===== src/rtl/mplier_16x16_if.sv =====
// Operand/result bundle for mplier_16x16: the testbench or the parent datapath drives
// the master side, and the multiplier takes the slave side.
interface mplier_16x16_if;
   logic        in_valid;
   logic [15:0] a;
   logic [15:0] b;
   logic [31:0] product;
   logic        out_valid;

   modport master (output in_valid, a, b, input product, out_valid);
   modport slave  (input in_valid, a, b, output product, out_valid);
endinterface


===== src/rtl/mplier_16x16.sv =====
// Two-stage signed 16x16 multiplier: radix-4 Booth rows, CSA tree, registered carry-propagate add.
// Define MPLIER_16X16_UNSIGNED_EN to treat a/b as unsigned (adds a ninth Booth row).
module mplier_16x16 (
   input  logic          clk,
   input  logic          rst_n,
   mplier_16x16_if.slave bus
);

`ifdef MPLIER_16X16_UNSIGNED_EN
   localparam int NPP = 9;
`else
   localparam int NPP = 8;
`endif
   // Sum of -2^(17+2i) over all rows; the ninth row's term lies above bit 31, so both builds match
   localparam logic [31:0] SIGN_CORR_C = 32'h5556_0000;

   logic [16:0] a_ext_s;
   logic [18:0] b_ext_s;
   logic [31:0] rows_s [0:10];
   logic [31:0] neg_row_s;
   logic [2:0]  dig_s;
   logic [31:0] l1_s [0:7];
   logic [31:0] l2_s [0:5];
   logic [31:0] l3_s [0:3];
   logic [31:0] l4_s [0:2];
   logic [63:0] t_s;
   logic [31:0] sum_s;
   logic [31:0] carry_s;
   logic [31:0] sum_r;
   logic [31:0] carry_r;
   logic        valid_r;
   logic [31:0] product_r;
   logic        out_valid_r;

   // Booth group {b[2i+1], b[2i], b[2i-1]} -> {neg, one, two}
   function automatic logic [2:0] booth_digit(input logic [2:0] grp);
      logic [2:0] d;
      case (grp)
         3'b000:  d = 3'b000;
         3'b001:  d = 3'b010;
         3'b010:  d = 3'b010;
         3'b011:  d = 3'b001;
         3'b100:  d = 3'b101;
         3'b101:  d = 3'b110;
         3'b110:  d = 3'b110;
         3'b111:  d = 3'b100;
         default: d = 3'b000;
      endcase
      return d;
   endfunction

   // 18-bit one's-complement partial product with its sign bit inverted
   function automatic logic [17:0] pp_row(input logic [2:0] dig, input logic [16:0] ax);
      logic [17:0] sel;
      logic [17:0] x;
      case (dig[1:0])
         2'b10:   sel = {ax[16], ax};
         2'b01:   sel = {ax, 1'b0};
         default: sel = 18'h0;
      endcase
      x = sel ^ {18{dig[2]}};
      return {~x[17], x[16:0]};
   endfunction

   // 3:2 compressor on whole vectors: returns {carry, sum}
   function automatic logic [63:0] csa(input logic [31:0] x, input logic [31:0] y,
                                       input logic [31:0] z);
      logic [31:0] maj;
      maj = (x & y) | (x & z) | (y & z);
      return {maj[30:0], 1'b0, x ^ y ^ z};
   endfunction

`ifdef MPLIER_16X16_UNSIGNED_EN
   assign a_ext_s = {1'b0, bus.a};
   assign b_ext_s = {2'b00, bus.b, 1'b0};
`else
   assign a_ext_s = {bus.a[15], bus.a};
   assign b_ext_s = {{2{bus.b[15]}}, bus.b, 1'b0};
`endif

   // Partial-product rows plus the negate-increment row and the sign correction
   always_comb begin
      for (int i = 0; i < 11; i++) begin
         rows_s[i] = 32'h0;
      end
      neg_row_s = 32'h0;
      dig_s     = 3'b000;
      for (int i = 0; i < NPP; i++) begin
         dig_s            = booth_digit(b_ext_s[2*i +: 3]);
         rows_s[i]        = {14'h0, pp_row(dig_s, a_ext_s)} << (2*i);
         neg_row_s[2*i]   = dig_s[2];
      end
      rows_s[NPP]   = neg_row_s;
      rows_s[NPP+1] = SIGN_CORR_C;
   end

   // Carry-save reduction 11 -> 8 -> 6 -> 4 -> 3 -> 2
   always_comb begin
      t_s = 64'h0;
      for (int g = 0; g < 3; g++) begin
         t_s           = csa(rows_s[3*g], rows_s[3*g+1], rows_s[3*g+2]);
         l1_s[2*g]     = t_s[31:0];
         l1_s[2*g+1]   = t_s[63:32];
      end
      l1_s[6] = rows_s[9];
      l1_s[7] = rows_s[10];
      for (int g = 0; g < 2; g++) begin
         t_s           = csa(l1_s[3*g], l1_s[3*g+1], l1_s[3*g+2]);
         l2_s[2*g]     = t_s[31:0];
         l2_s[2*g+1]   = t_s[63:32];
      end
      l2_s[4] = l1_s[6];
      l2_s[5] = l1_s[7];
      for (int g = 0; g < 2; g++) begin
         t_s           = csa(l2_s[3*g], l2_s[3*g+1], l2_s[3*g+2]);
         l3_s[2*g]     = t_s[31:0];
         l3_s[2*g+1]   = t_s[63:32];
      end
      t_s     = csa(l3_s[0], l3_s[1], l3_s[2]);
      l4_s[0] = t_s[31:0];
      l4_s[1] = t_s[63:32];
      l4_s[2] = l3_s[3];
      t_s     = csa(l4_s[0], l4_s[1], l4_s[2]);
      sum_s   = t_s[31:0];
      carry_s = t_s[63:32];
   end

   // Stage 1: register the carry-save pair and the valid bit every cycle
   always_ff @(posedge clk or negedge rst_n) begin
      if (!rst_n) begin
         sum_r   <= 32'h0;
         carry_r <= 32'h0;
         valid_r <= 1'b0;
      end else begin
         sum_r   <= sum_s;
         carry_r <= carry_s;
         valid_r <= bus.in_valid;
      end
   end

   // Stage 2: final carry-propagate add
   always_ff @(posedge clk or negedge rst_n) begin
      if (!rst_n) begin
         product_r   <= 32'h0;
         out_valid_r <= 1'b0;
      end else begin
         product_r   <= sum_r + carry_r;
         out_valid_r <= valid_r;
      end
   end

   assign bus.product   = product_r;
   assign bus.out_valid = out_valid_r;

endmodule


===== src/flat_wrapper.sv =====
// flat-port wrapper written by rule: the top's interface ports become plain ports
module mplier_16x16_flat 
  (clk, rst_n, bus_in_valid, bus_a, bus_b, bus_product, bus_out_valid);
  mplier_16x16_if bus_i ();
  input  logic clk;
  input  logic rst_n;
  input wire logic [$bits(bus_i.in_valid)-1:0] bus_in_valid;
  input wire logic [$bits(bus_i.a)-1:0] bus_a;
  input wire logic [$bits(bus_i.b)-1:0] bus_b;
  output wire logic [$bits(bus_i.product)-1:0] bus_product;
  output wire logic [$bits(bus_i.out_valid)-1:0] bus_out_valid;
  assign bus_i.in_valid = bus_in_valid;
  assign bus_i.a = bus_a;
  assign bus_i.b = bus_b;
  assign bus_product = bus_i.product;
  assign bus_out_valid = bus_i.out_valid;
  mplier_16x16 u_core (.clk(clk), .rst_n(rst_n), .bus(bus_i));
endmodule

===== config.mk =====
export PLATFORM = sky130hd
export DESIGN_NAME = mplier_16x16_flat
export DESIGN_NICKNAME = d
export VERILOG_FILES = /design/src/rtl/mplier_16x16_if.sv /design/src/rtl/mplier_16x16.sv /design/src/flat_wrapper.sv
export SDC_FILE = /design/constraint.sdc
export NUM_CORES = 1
export LEC_CHECK = 0
export CORE_UTILIZATION = 27
export CTS_BUF_LIST = sky130_fd_sc_hd__clkbuf_8
export CTS_CLUSTER_DIAMETER = 40
export DETAILED_ROUTE_END_ITERATION = 16
export PLACE_DENSITY = 0.46
export SLEW_MARGIN = 20
export SYNTH_ARGS = -nofsm -noshare
export SYNTH_HDL_FRONTEND = slang
export SYNTH_SLANG_ARGS = --single-unit

===== constraint.sdc =====
create_clock -name clk -period 4 [get_ports clk]
set_input_delay 0.8 -clock clk [delete_from_list [all_inputs] [get_ports clk]]
set_output_delay 0.8 -clock clk [all_outputs]
set_load 0.05 [all_outputs]

* Word level (Yosys, flattened, before mapping)
Memories as Yosys holds them, arrays and structs flattened.
Cells that the tools add are included.
** Word-level totals
- Input port bits :: 35
- Memories :: 8
- Register bits :: 97
- Memory bits (writable) :: 0
- Output and inout bits :: 33
- Memory bits (read-only) :: 192
- Latch bits :: 0
- Word-level logic and storage cells :: 111
** Operators by class
- Add/sub/neg operators :: 1
- Bitwise operators :: 73
- Div/mod/pow operators :: 0
- Equality and inequality tests :: 16
- Magnitude comparators :: 0
- Shift-type cells :: 0
- Reduce and logical (&&, ||, !) cells :: 0
- Muxes and demuxes :: 8
- Multiply operators :: 0
** Memory list
- (no name shown) :: words 8, bits a word 3, read ports 1, clocked after Yosys merged registers in 0, wr ports 0, line mplier_16x16.sv:38 : case (grp)
- (no name shown) :: words 8, bits a word 3, read ports 1, clocked after Yosys merged registers in 0, wr ports 0, line mplier_16x16.sv:38
- (no name shown) :: words 8, bits a word 3, read ports 1, clocked after Yosys merged registers in 0, wr ports 0, line mplier_16x16.sv:38
- (no name shown) :: words 8, bits a word 3, read ports 1, clocked after Yosys merged registers in 0, wr ports 0, line mplier_16x16.sv:38
- (no name shown) :: words 8, bits a word 3, read ports 1, clocked after Yosys merged registers in 0, wr ports 0, line mplier_16x16.sv:38
- (no name shown) :: words 8, bits a word 3, read ports 1, clocked after Yosys merged registers in 0, wr ports 0, line mplier_16x16.sv:38
- +2 memories
** Operator list (count)
- 31-bit OR :: 14
- 31-bit AND :: 13
- 32-bit bitwise XOR :: 10
- 18-bit case mux with 2 select lines :: 8
- 18-bit bitwise XOR :: 8
- 31-bit by 30-bit AND with 31-bit output :: 2
- 32-bit adder :: 1
- 30-bit by 32-bit bitwise XOR with 32-bit output :: 1
- 32-bit by 15-bit bitwise XOR with 32-bit output :: 1
- 30-bit by 31-bit AND with 31-bit output :: 1
- 31-bit by 15-bit AND with 31-bit output :: 1
- 31-bit by 22-bit OR with 31-bit output :: 1
- 31-bit by 28-bit OR with 31-bit output :: 1
- 30-bit by 15-bit AND with 30-bit output :: 1
- 24-bit by 28-bit AND with 28-bit output :: 1
- 26-bit by 28-bit AND with 28-bit output :: 1
- 26-bit by 28-bit bitwise XOR with 28-bit output :: 1
- 24-bit by 26-bit AND with 26-bit output :: 1
- 24-bit by 26-bit bitwise XOR with 26-bit output :: 1
- 18-bit by 22-bit AND with 22-bit output :: 1
- 20-bit by 22-bit AND with 22-bit output :: 1
- 20-bit by 22-bit bitwise XOR with 22-bit output :: 1
- 18-bit by 20-bit AND with 20-bit output :: 1
- 18-bit by 20-bit bitwise XOR with 20-bit output :: 1
- 4 further kinds :: 25

* Logic depth before layout (Yosys ltp)
Gate-level depths: netlist (run 1).
An unclocked memory read counts as a cell.
- Word-level depth :: 20
- Mapped depth :: 21
- Depth with buffers taken out :: 17

* Worst setup path before layout (run 1)
No wires, ideal clock.
- Path kind :: in2reg
- Start :: input port bus_b[5]
- End :: register u_core.sum_r[18]
- Setup slack :: -1613 ps
- Arrival time :: 5478 ps
- Data required time :: 3865 ps
- Library setup time :: 135 ps
- Stages :: 18
- Path buffers :: 5
- Cell sequence :: clkbuf_1 > clkinv_1 > buf_2 > ha_1 > clkbuf_1 > ha_1 > clkbuf_1 > clkbuf_1 > nor2_1 > xnor2_1 > fa_1 > inv_1 > fa_1 > fa_1 > inv_1 > fa_1 > inv_1 > fa_1
** Between the ends
- Longest elaborated chain between the ends :: 18
- Elaborated cells on any way between the ends :: 51
- Those cells by class :: 4 x eq/ne; 2 x mux; 43 x bitwise; 2 x memory
** RTL lines
- start: declaration :: line flat_wrapper.sv:9 : input wire logic [$bits(bus_i.b)-1:0] bus_b;
- memory read 8 x 3 bit
- 2-bit by 1-bit == test with 1-bit output or 2-bit == test (tied branches) :: line mplier_16x16.sv:56 : case (dig[1:0])
- 18-bit case mux with 2 select lines :: line mplier_16x16.sv:56
- 18-bit bitwise XOR :: line mplier_16x16.sv:61 : x = sel ^ {18{dig[2]}};
- 18-bit by 22-bit AND with 22-bit output :: line mplier_16x16.sv:69 : maj = (x & y) | (x & z) | (y & z);
- 31-bit OR :: line mplier_16x16.sv:69
- 31-bit by 22-bit OR with 31-bit output :: line mplier_16x16.sv:69
- 31-bit AND :: line mplier_16x16.sv:69
- 31-bit OR (2 in series) :: line mplier_16x16.sv:69
- 31-bit AND :: line mplier_16x16.sv:69
- 31-bit OR (2 in series) :: line mplier_16x16.sv:69
- 31-bit AND :: line mplier_16x16.sv:69
- 31-bit OR (2 in series) :: line mplier_16x16.sv:69
- 32-bit bitwise XOR :: line mplier_16x16.sv:70 : return {maj[30:0], 1'b0, x ^ y ^ z};
- 32-bit bitwise XOR * :: line mplier_16x16.sv:70
- named net u_core.sum_s[18] :: line mplier_16x16.sv:27 : logic [31:0] sum_s;
- end signal: assignment :: line mplier_16x16.sv:135 : sum_r <= sum_s;
- end: declaration :: line mplier_16x16.sv:29 : logic [31:0] sum_r;
Mark *: on every way through the listed nets, which the timed path passes. The rest lies on a longest branch.

* Final worst setup path (run 1)
- Start :: input port bus_b[5]
- End :: register u_core.sum_r[11]
** Between the ends
- Longest elaborated chain between the ends :: 18
- Elaborated cells on any way between the ends :: 50
- Those cells by class :: 4 x eq/ne; 2 x mux; 42 x bitwise; 2 x memory
** RTL lines (line)
- memory read 8 x 3 bit
- 2-bit by 1-bit == test with 1-bit output or 2-bit == test (tied branches) :: mplier_16x16.sv:56
- 18-bit case mux with 2 select lines :: mplier_16x16.sv:56
- 18-bit bitwise XOR :: mplier_16x16.sv:61
- 18-bit by 22-bit AND with 22-bit output :: mplier_16x16.sv:69
- 31-bit OR :: mplier_16x16.sv:69
- 31-bit by 22-bit OR with 31-bit output :: mplier_16x16.sv:69
- 31-bit AND :: mplier_16x16.sv:69
- 31-bit OR (2 in series) :: mplier_16x16.sv:69
- 31-bit AND :: mplier_16x16.sv:69
- 31-bit OR (2 in series) :: mplier_16x16.sv:69
- 31-bit AND :: mplier_16x16.sv:69
- 31-bit OR (2 in series) :: mplier_16x16.sv:69
- 32-bit bitwise XOR * (2 in series) :: mplier_16x16.sv:70
- named net u_core.sum_s[11] :: mplier_16x16.sv:27
Marked as above.

==> qor.txt, run 1 <==
Setup TNS = -4480 ps
Unrepaired setup endpoints after global routing = yes
Initial antenna violation count = 0
Gr ovfl total = 0
Chip width = 202 um
TritonCTS buffer count = 9
Core area = 39100 um2
Area Growth Syn to Fin = 34.5%
Final RePlAce weighted congestion = 0.860
Post-Route WL = 29400 um
Fin. max-slew vios = 0
Final period util = 108%
Largest family of logic cells by synthesized area = adder cells
Vias in the first global route = 8908
TritonCTS clock tree = done
Total track usage = 14.9%
Synth warn = 0
Post-synth EDFFs = 0
Residual DRC count = 0
Post-Synth Simple-Gate Area = 8.26%
Average size of a mapped cell = 9.17 um2
Final ANT Viol Nets = 0
Max-cap violations = 0
Area share of fa/ha/maj cells after synthesis = 32.8%
Post-synth net total = 1441
Rel. slew slack = 51.6%
H-tree level count = 3
Filler cells = 3973
Hold depth = 0
Fraction of registers with async set/reset = 100%
Vias per inst = 4.58
DP Wirelength = 23700 um
HP Class = reg2reg
Std-Cell Rows = 72
Compound-Gate Fraction of Synth Area = 14.3%
Clock skew = 10.5 ps
Layout cells sized above 1 = 32.6%
Fmax = 0.231 GHz
Mux contribution to synthesized area = 0.936%
Synth Register Bits = 93
Hold buffers post-CTS = 0
VDD IR max = 0.000345 V
Clock transition at path regs = 80 ps
Clock Latency Late Sink = 370 ps
Crit end category = flop
Failing checks = setup timing
Die Area = 40900 um2
Reg2reg path depth = 7
Sequential-to-total area share from yosys stat = 21.5%
Final Critical Period = 4330 ps
Status = finished with violations
CP required = 4260 ps
Post-route worst setup slack = -333 ps
Critical Path AT = 4590 ps
Final Hold Viols = 0
# IOs = 68
Pleak = 6.29 nW
Endpoints failing setup = 30
Via count = 8380
Number of diodes = 0
Worst-margin pin slew = 725 ps
Chip height = 202 um
Routed wire per std cell = 16.1 um
First-pass detailed-route iteration total = 5
Synth Cell Area = 10800 um2
Share of the synthesized area in the top cell type = 21.5%
PortBufs = 67
Placed instance area = 13000 um2
Largest net degree at the start of global routing = 81
Starting DRT DRC Count = 521
Root Buffer = clkbuf_8
Commonest cells after routing, fill and taps aside = inv_1 (125), buf_4 (120), nor2_1 (107)
Worst Setup Start Kind = primary input
Design Area, Final = 14600 um2
CTS max path bufs = 2
First-pass GRT wire length = 48400 um
Area contributors post-synth = dfrtp_1 (21%), fa_1 (18%), ha_1 (15%)
Worst-path fanout max = 4
Top_reg_cell synth = dfrtp_1
Synthesized instance count = 1181
Yosys top cell by area = dfrtp_1
Count of nets after finishing = 1566
Pwr dens = 677 nW/um2
CTS sink count = 93
Post-Synth XOR/XNOR Area = 12.3%
Commonest non-fill, non-tap cell in the layout = inv_1
Synth cell types = 61
Critical path type = in2reg
Initial core utilization = 27.7%
==> worst max-delay path, cell delays in order <==
cell      delay (ps)
buf_12           100
clkinv_8          40
ha_4             150
mux2i_4          150
inv_2             60
ha_4             170
buf_12           130
buf_6            100
a22oi_2          130
nor2_1            70
xnor2_1          150
fa_1             630
inv_2             50
fa_1             490
inv_2             40
fa_1             510
inv_2             40
fa_2             530
inv_2             40
ha_4             200
==> metrics by stage <==
stage	power (mW)	utilization [%]	std cells	setup slack, ps	hold WS, ps
after detailed placement	8.38	33.2	1785	-1330	335
after global placement	8.27	33.2	1785	-1260	335
after global routing	11.1	37.3	1829	-454	362
after CTS	9.64	36.2	1831	-492	355
after floorplan	6.46	-	1181	-908	331
final	9.85	37.3	1829	-333	354
==> cell families after synthesis <==
| kind of cell | Yosys count |
|---|---|
| simple gates | 208 |
| xor+xnor | 152 |
| flops | 93 |
| buf+inv | 281 |
| compound gates | 212 |
| fa+ha+maj | 225 |
| mux | 10 |
==> power breakdown <==
part	switching, mW	internal (mW)	leakage (nW)
sequential	0.130	1.48	1.12
clock	0.325	0.299	0.105
combinational	4.29	3.33	5.07
total	4.75	5.11	6.29
==> timing repair <==
action | CTS | global route
cloned | 2 | 0
pin swaps | 126 | 111
endpoints found under the setup margin | 53 | 40
setup buffers | 30 | 3
resized for setup | 250 | 111
==> metal layers <==
layer  global-route usage [%]  vias up  part of all wire, %
met5                        0        -                    0
met4                     4.54        0                  2.4
met3                     1.03       50                  2.6
met2                     24.7      165                   47
met1                     20.7     4087                   48
li1                         -     4078                    -
==> worst paths after layout <==
path,from,endpoint,slack [ps]
hold reg to reg,u_core.sum_r[0],u_core.bus.product[0],350
setup reg to reg,u_core.carry_r[3],u_core.bus.product[25],1570
setup / recovery,bus_b[5],u_core.sum_r[11],-330
max in group asynchronous,rst_n,u_core.carry_r[14],2850
min in group asynchronous,rst_n,u_core.bus.product[29],450
hold / removal,u_core.sum_r[0],u_core.bus.product[0],350
==> flip-flops by register name (all words and copies together), names as in the netlist <==
name	flops
u_core.bus.product	32
u_core.sum_r	32
u_core.bus.out_valid	1
u_core.valid_r	1
u_core.carry_r	27
==> Yosys cell counts (all sizes together), types with 3 or more instances <==
| library cell | instances |
|---|---|
| a211oi | 3 |
| a21o | 5 |
| a21oi | 31 |
| a221oi | 4 |
| a22oi | 105 |
| a31oi | 4 |
| and3 | 6 |
| buf | 12 |
| clkbuf | 95 |
| dfrtp | 93 |
| fa | 98 |
| ha | 127 |
| inv | 172 |
| mux2i | 9 |
| nand2 | 32 |
| nand2b | 4 |
| nand3 | 12 |
| nand4 | 4 |
| nor2 | 124 |
| nor2b | 5 |
| nor3 | 14 |
| o211ai | 11 |
| o21ai | 24 |
| o311ai | 4 |
| o31ai | 5 |
| xnor2 | 111 |
| xor2 | 41 |
==> area by class of cell <==
type	count	area [um2]	area share, %
clock buffers	10	138	0.945
clock inverters	6	55.1	0.378
inverters	174	701	4.81
multi-input cells	807	8630	59.3
flip-flops and latches	93	2330	16.0
well taps	518	648	4.45
repair buffers	221	2060	14.2
(Power assumes the default switching activity.)
==> inputs of run 2 (changes only) <==
==> constraint.sdc (replaced) <==
create_clock -name clk -period 4.5 [get_ports clk]
set_input_delay 0.9 -clock clk [delete_from_list [all_inputs] [get_ports clk]]
set_output_delay 0.9 -clock clk [all_outputs]
set_load 0.05 [all_outputs]
==> qor.txt, run 2 (synthesis results as in run 1) <==
Chip width = 202 um (unchanged)
Status = finished with violations
Top delay family on crit path = adder cells
Max-cap violations = 0 (unchanged)
Core area = 39100 um2 (unchanged)
CTS sink count = 93 (unchanged)
Final Hold Viols = 0 (unchanged)
Root Buffer = clkbuf_8
Final Critical Period = 4550 ps
Endpoints failing setup = 2 (-93%)
Filler cells = 4072 (+2.5%)
R2R Path Start = u_core.carry_r[3]
Vias in the first global route = 8700 (-2.3%)
Fin. max-slew vios = 0 (unchanged)
Design Area, Final = 14000 um2 (-3.7%)
Total track usage = 14.6% (-0.33 points)
Layout cells sized above 1 = 26.1% (-6.5 points)
First-pass detailed-route iteration total = 5 (unchanged)
Starting DRT DRC Count = 617 (+18%)
PortBufs = 67 (unchanged)
CP startpoint = bus_b[9]
DP Wirelength = 24000 um (+0.99%)
Hold buffers post-CTS = 0 (unchanged)
Routed wire per std cell = 15.8 um (-1.6%)
Clock skew = 8.79 ps (-1.72 ps)
Via count = 8457 (+0.92%)
Chip height = 202 um (unchanged)
# IOs = 68 (unchanged)
Worst path slowest cell = fa_1
Fmax = 0.220 GHz
First-pass GRT wire length = 47200 um (-2.4%)
Final ANT Viol Nets = 0 (unchanged)
Number of diodes = 0 (unchanged)
Commonest non-fill, non-tap cell in the layout = buf_4
Final RePlAce weighted congestion = 0.862 (+0.26%)
Final period util = 101%
Clock transition at path regs = 100 ps (+20 ps)
CTS max path bufs = 2 (unchanged)
TritonCTS buffer count = 9 (unchanged)
Crit-path cells = buf_6, buf_6, mux2i_4, buf_6, buf_4, ha_4, buf_6, nor2_2, xnor2_2, fa_2, fa_1, inv_2, fa_1, inv_2, fa_1, inv_1, fa_1
VDD IR max = 0.000210 V (-39%)
Vias per inst = 4.59 (+0.15%)
HP Class = reg2reg
Worst-margin pin slew = 869 ps (+144 ps)
Clock Latency Late Sink = 370 ps (about the same)
Post-Route WL = 29200 um (-0.82%)
Initial antenna violation count = 0 (unchanged)
Critical Path AT = 4800 ps (+210 ps)
CP required = 4760 ps (+500 ps)
H-tree level count = 3 (unchanged)
Largest net degree at the start of global routing = 71 (-12%)
Residual DRC count = 0 (unchanged)
Crit end category = flop
Die Area = 40900 um2 (unchanged)
TritonCTS clock tree = done
Hold Crit Start = u_core.sum_r[0]
Count of nets after finishing = 1580 (+0.89%)
Pleak = 6.28 nW (-0.27%)
Commonest cells after routing, fill and taps aside = buf_4 (150), inv_1 (144), nor2_1 (111)
Worst Setup Start Kind = primary input
Post-route worst setup slack = -46.8 ps (+286 ps)
Dpl ws = -951 ps (+375 ps)
Critical path buffer and inverter count = 8 (-1)
Placed instance area = 12900 um2 (-0.17%)
Initial core utilization = 27.7% (unchanged)
Std-Cell Rows = 72 (unchanged)
Worst-path fanout max = 6 (+2)
Area Growth Syn to Fin = 29.6%
Pwr dens = 574 nW/um2 (-15%)
Gr ovfl total = 0 (unchanged)
Rel. slew slack = 42.0% (-9.6 points)
Critical path type = in2reg
Failing checks = setup timing
Unrepaired setup endpoints after global routing = yes
CP peak stage delay = 540 ps (-90 ps)
run 2: cell types whose count changed in the layout (fill, tap and decap cells not counted), moves of 12 or more:
cell	delta
a22oi_2	-18
buf_4	+30
fa_1	+18
buf_6	-19
inv_2	-19
fa_2	-18
inv_1	+19
a22oi_1	+18
ha_4	-21
xnor2_2	-12
ha_1	+21
xnor2_1	+12
run 2: worst paths after layout:
path / endpoint / slack (ps) / cells after the start
max in group asynchronous: u_core.bus.product[27] / 3000 / 2
worst max-delay path: u_core.sum_r[18] / -50 / 17
worst max register to register: u_core.bus.product[25] / 1990 / 7
worst min register to register: u_core.bus.product[0] / 360 / 0
min in group asynchronous: u_core.sum_r[0] / 600 / 1
worst min-delay path: u_core.bus.product[0] / 360 / 0
run 2: metrics by stage:
stage	utilization [%]	power, mW	TNS, ps	hold WS [ps]	std cells
finish	35.9	8.05	-49.8	359	1843
global route	35.9	9.07	-525	366	1843
CTS	34.8	8.06	-108	361	1831
detailed placement	33.1	7.37	-33300	340	1795
global placement	33.1	7.26	-30260	332	1795
floorplan	-	5.66	-7290	331	1181
run 2: final cells by class:
type                       instances  area [um2]  share of cell area, %
clock buffer                      10         138                  0.981
clock inverter                     6        43.8                  0.312
multi-input combinational        807        8110                   57.8
sequential                        93        2330                   16.6
timing repair buffer             235        2060                   14.7
inverter                         174         691                   4.92
tap                              518         648                   4.62
run 2: routing by layer:
metal  vias to the layer above  global-route usage [%]  part of all wire, %
met5                         -                       0                    0
met4                         0                    3.63                  1.9
met3                        34                    1.19                  3.4
met2                       169                    24.2                   47
met1                      4148                    20.4                   48
li1                       4106                       -                    -
run 2: repair_timing:
item,in CTS,in global routing
cloned,0,1
resized for setup,111,114
setup endpoints to repair,44,28
setup buffers,21,15
endpoints found under the hold margin,0,0
pin swaps,53,72
run 2: report_power, final:
part	switching [mW]	internal, mW
clock	0.309	0.220
sequential	0.111	1.31
combinational	3.52	2.58
run 2: worst register-to-register path, cell delays in order (launching register included):
cell and delay, ps:
dfrtp_1 370, ha_1 240, ha_1 220, a21oi_1 230, o21ai_2 160, a31oi_4 340
o311ai_4 210, o311ai_0 580
==> inputs of run 3 (changes only) <==
--- a/config.mk
+++ b/config.mk
@@ -5,11 +5,11 @@
 export SDC_FILE = /design/constraint.sdc
 export NUM_CORES = 1
 export LEC_CHECK = 0
-export CORE_UTILIZATION = 27
+export CORE_UTILIZATION = 46
 export CTS_BUF_LIST = sky130_fd_sc_hd__clkbuf_8
 export CTS_CLUSTER_DIAMETER = 40
 export DETAILED_ROUTE_END_ITERATION = 16
-export PLACE_DENSITY = 0.46
+export PLACE_DENSITY = 0.67
 export SLEW_MARGIN = 20
 export SYNTH_ARGS = -nofsm -noshare
 export SYNTH_HDL_FRONTEND = slang
==> qor.txt, run 3 (synthesis results as in run 1) <==
Setup TNS = 0 ps (+49.8 ps)
PortBufs = 67 (unchanged)
Endpoints failing setup = 0 (-2)
Clock skew = 7.51 ps (-1.28 ps)
First-pass detailed-route iteration total = 5 (unchanged)
Hold buffers post-CTS = 0 (unchanged)
Sw Ratio = 48.9% (-0.078 points)
Critical path buffer and inverter count = 7 (-1)
P_sw = 3.94 mW (about the same)
Std-Cell Rows = 55 (-24%)
First-pass GRT wire length = 44400 um (-6.0%)
Unrepaired setup endpoints after global routing = yes
Vias in the first global route = 8594 (-1.2%)
Via count = 8658 (+2.4%)
Initial antenna violation count = 0 (unchanged)
CP most frequent cell = fa_1
Crit end category = flop
Filler cells = 1966 (-52%)
Chip height = 155 um (-23%)
Pwr dens = 581 nW/um2 (+1.2%)
Post-Route WL = 27600 um (-5.6%)
Vias per inst = 5.30 (+15%)
Count of nets after finishing = 1577 (-0.19%)
Sequential fraction of design power = 17.6% (about the same)
Final core utilization = 60.8% (+25 points)
TritonCTS buffer count = 9 (unchanged)
Layout cells sized above 1 = 27.6% (+1.4 points)
Chip width = 155 um (-23%)
Register area = 2330 um2 (unchanged)
Die Area = 24200 um2 (-41%)
Crit-path cells = buf_8, inv_4, ha_4, mux2i_2, buf_4, ha_4, buf_8, a22oi_2, nor2_1, xnor2_1, fa_1, inv_1, fa_1, fa_1, inv_1, fa_1, inv_1, fa_1
Pleak = 6.29 nW (+0.28%)
Final period util = 99.8% (-1.3 points)
TritonCTS clock tree = done
# IOs = 68 (unchanged)
Design Area, Final = 13900 um2 (-0.95%)
Clock transition at path regs = 100 ps (about the same)
CP peak stage delay = 550 ps (about the same)
Starting DRT DRC Count = 527 (-15%)
Worst path slowest cell = fa_1
Total track usage = 23.4% (+8.9 points)
Final ANT Viol Nets = 0 (unchanged)
Largest net degree at the start of global routing = 66 (-7.0%)
Routed wire per std cell = 16.9 um (+6.5%)
Gr ovfl total = 0 (unchanged)
Min Hold Slack = 357 ps (-2.01 ps)
Pint = 4.13 mW (+0.40%)
Multi-input gate area = 8200 um2 (+1.1%)
VDD IR max = 0.000264 V (+26%)
DP Wirelength = 21500 um (-10%)
HP Class = reg2reg
Worst-margin pin slew = 812 ps (-57.7 ps)
Fin. max-slew vios = 0 (unchanged)
Top delay family on crit path = adder cells
H-tree level count = 3 (unchanged)
Initial core utilization = 47.4% (+20 points)
CP required = 4750 ps (about the same)
Worst Setup Start Kind = primary input
CTS sink count = 93 (unchanged)
Root Buffer = clkbuf_8
Worst-path fanout max = 6 (unchanged)
Fmax = 0.223 GHz (+1.3%)
Placed instance area = 12600 um2 (-2.3%)
Status = finished, final reports clean
Commonest non-fill, non-tap cell in the layout = buf_4
Residual DRC count = 0 (unchanged)
Clock Latency Late Sink = 370 ps (about the same)
Clock power frac = 6.5% (about the same)
Final Hold Viols = 0 (unchanged)
Core area = 22800 um2 (-42%)
Rel. slew slack = 45.9% (+3.8 points)
Area Growth Syn to Fin = 28.3%
CTS max path bufs = 2 (unchanged)
Critical Path AT = 4740 ps (-60 ps)
Final Critical Period = 4490 ps (-57.0 ps)
Critical path type = in2reg
Commonest cells after routing, fill and taps aside = buf_4 (138), inv_1 (133), nor2_1 (111)
Final RePlAce weighted congestion = 0.949 (+10%)
Max-cap violations = 0 (unchanged)
Combinational share of power = 75.9% (about the same)
Number of diodes = 0 (unchanged)
run 3: area by class of cell:
cell class | count | share of cell area, %
inverters | 174 | 4.99
clock inverters | 6 | 0.396
well taps | 313 | 2.82
flip-flops and latches | 93 | 16.8
multi-input cells | 807 | 59.0
repair buffers | 232 | 15.1
clock buffers | 9 | 0.892
run 3: timing repair:
| action | 4_1_cts | 5_1_grt |
|---|---|---|
| setup buffers | 26 | 12 |
| pin swaps | 80 | 96 |
| cloned | 0 | 1 |
| endpoints found under the setup margin | 44 | 24 |
| resized for setup | 137 | 125 |
run 3: worst paths after layout:
kind                              startpoint                     end  slack (ps)  cells past startpoint
max                                 bus_b[7]        u_core.sum_r[18]          10                     18
min                           u_core.valid_r    u_core.bus.out_valid         360                      0
max reg2reg                u_core.carry_r[3]  u_core.bus.product[25]        2090                      7
min reg2reg                   u_core.valid_r    u_core.bus.out_valid         360                      0
max in group asynchronous              rst_n      u_core.carry_r[15]        3010                      2
min in group asynchronous              rst_n         u_core.sum_r[0]         590                      1
run 3: layer usage:
metal	part of all wire (%)	global-route usage, %	wire [um]
met1	44	32.1	12100
met2	48	39.0	13300
met3	5.2	2.51	1430
met4	2.6	7.24	726
met5	0	0	0
run 3: worst register-to-register path, cell delays in order (launching register included):
cell and delay (ps):
dfrtp_1 380, ha_1 240, ha_1 220, a21oi_1 240
o21ai_2 170, a31oi_4 320, o311ai_4 200, o311ai_0 490
run 3: stage by stage:
stage	setup WS (ps)	power [mW]	std cells
after floorplan	-508	5.66	1181
after global placement	-913	7.07	1584
after detailed placement	-1000	7.24	1584
after CTS	-40.6	7.95	1624
after global routing	-76.9	9.00	1634
final	10.2	8.07	1634
run 3: power groups by stage:
stage               combinational, mW  sequential (mW)  clock, mW
finish                           6.12             1.42      0.526
global route                     6.96             1.46      0.578
CTS                              5.97             1.43      0.550
detailed placement               5.79             1.45          0
global placement                 5.63             1.44          0
floorplan                        3.74             1.92          0
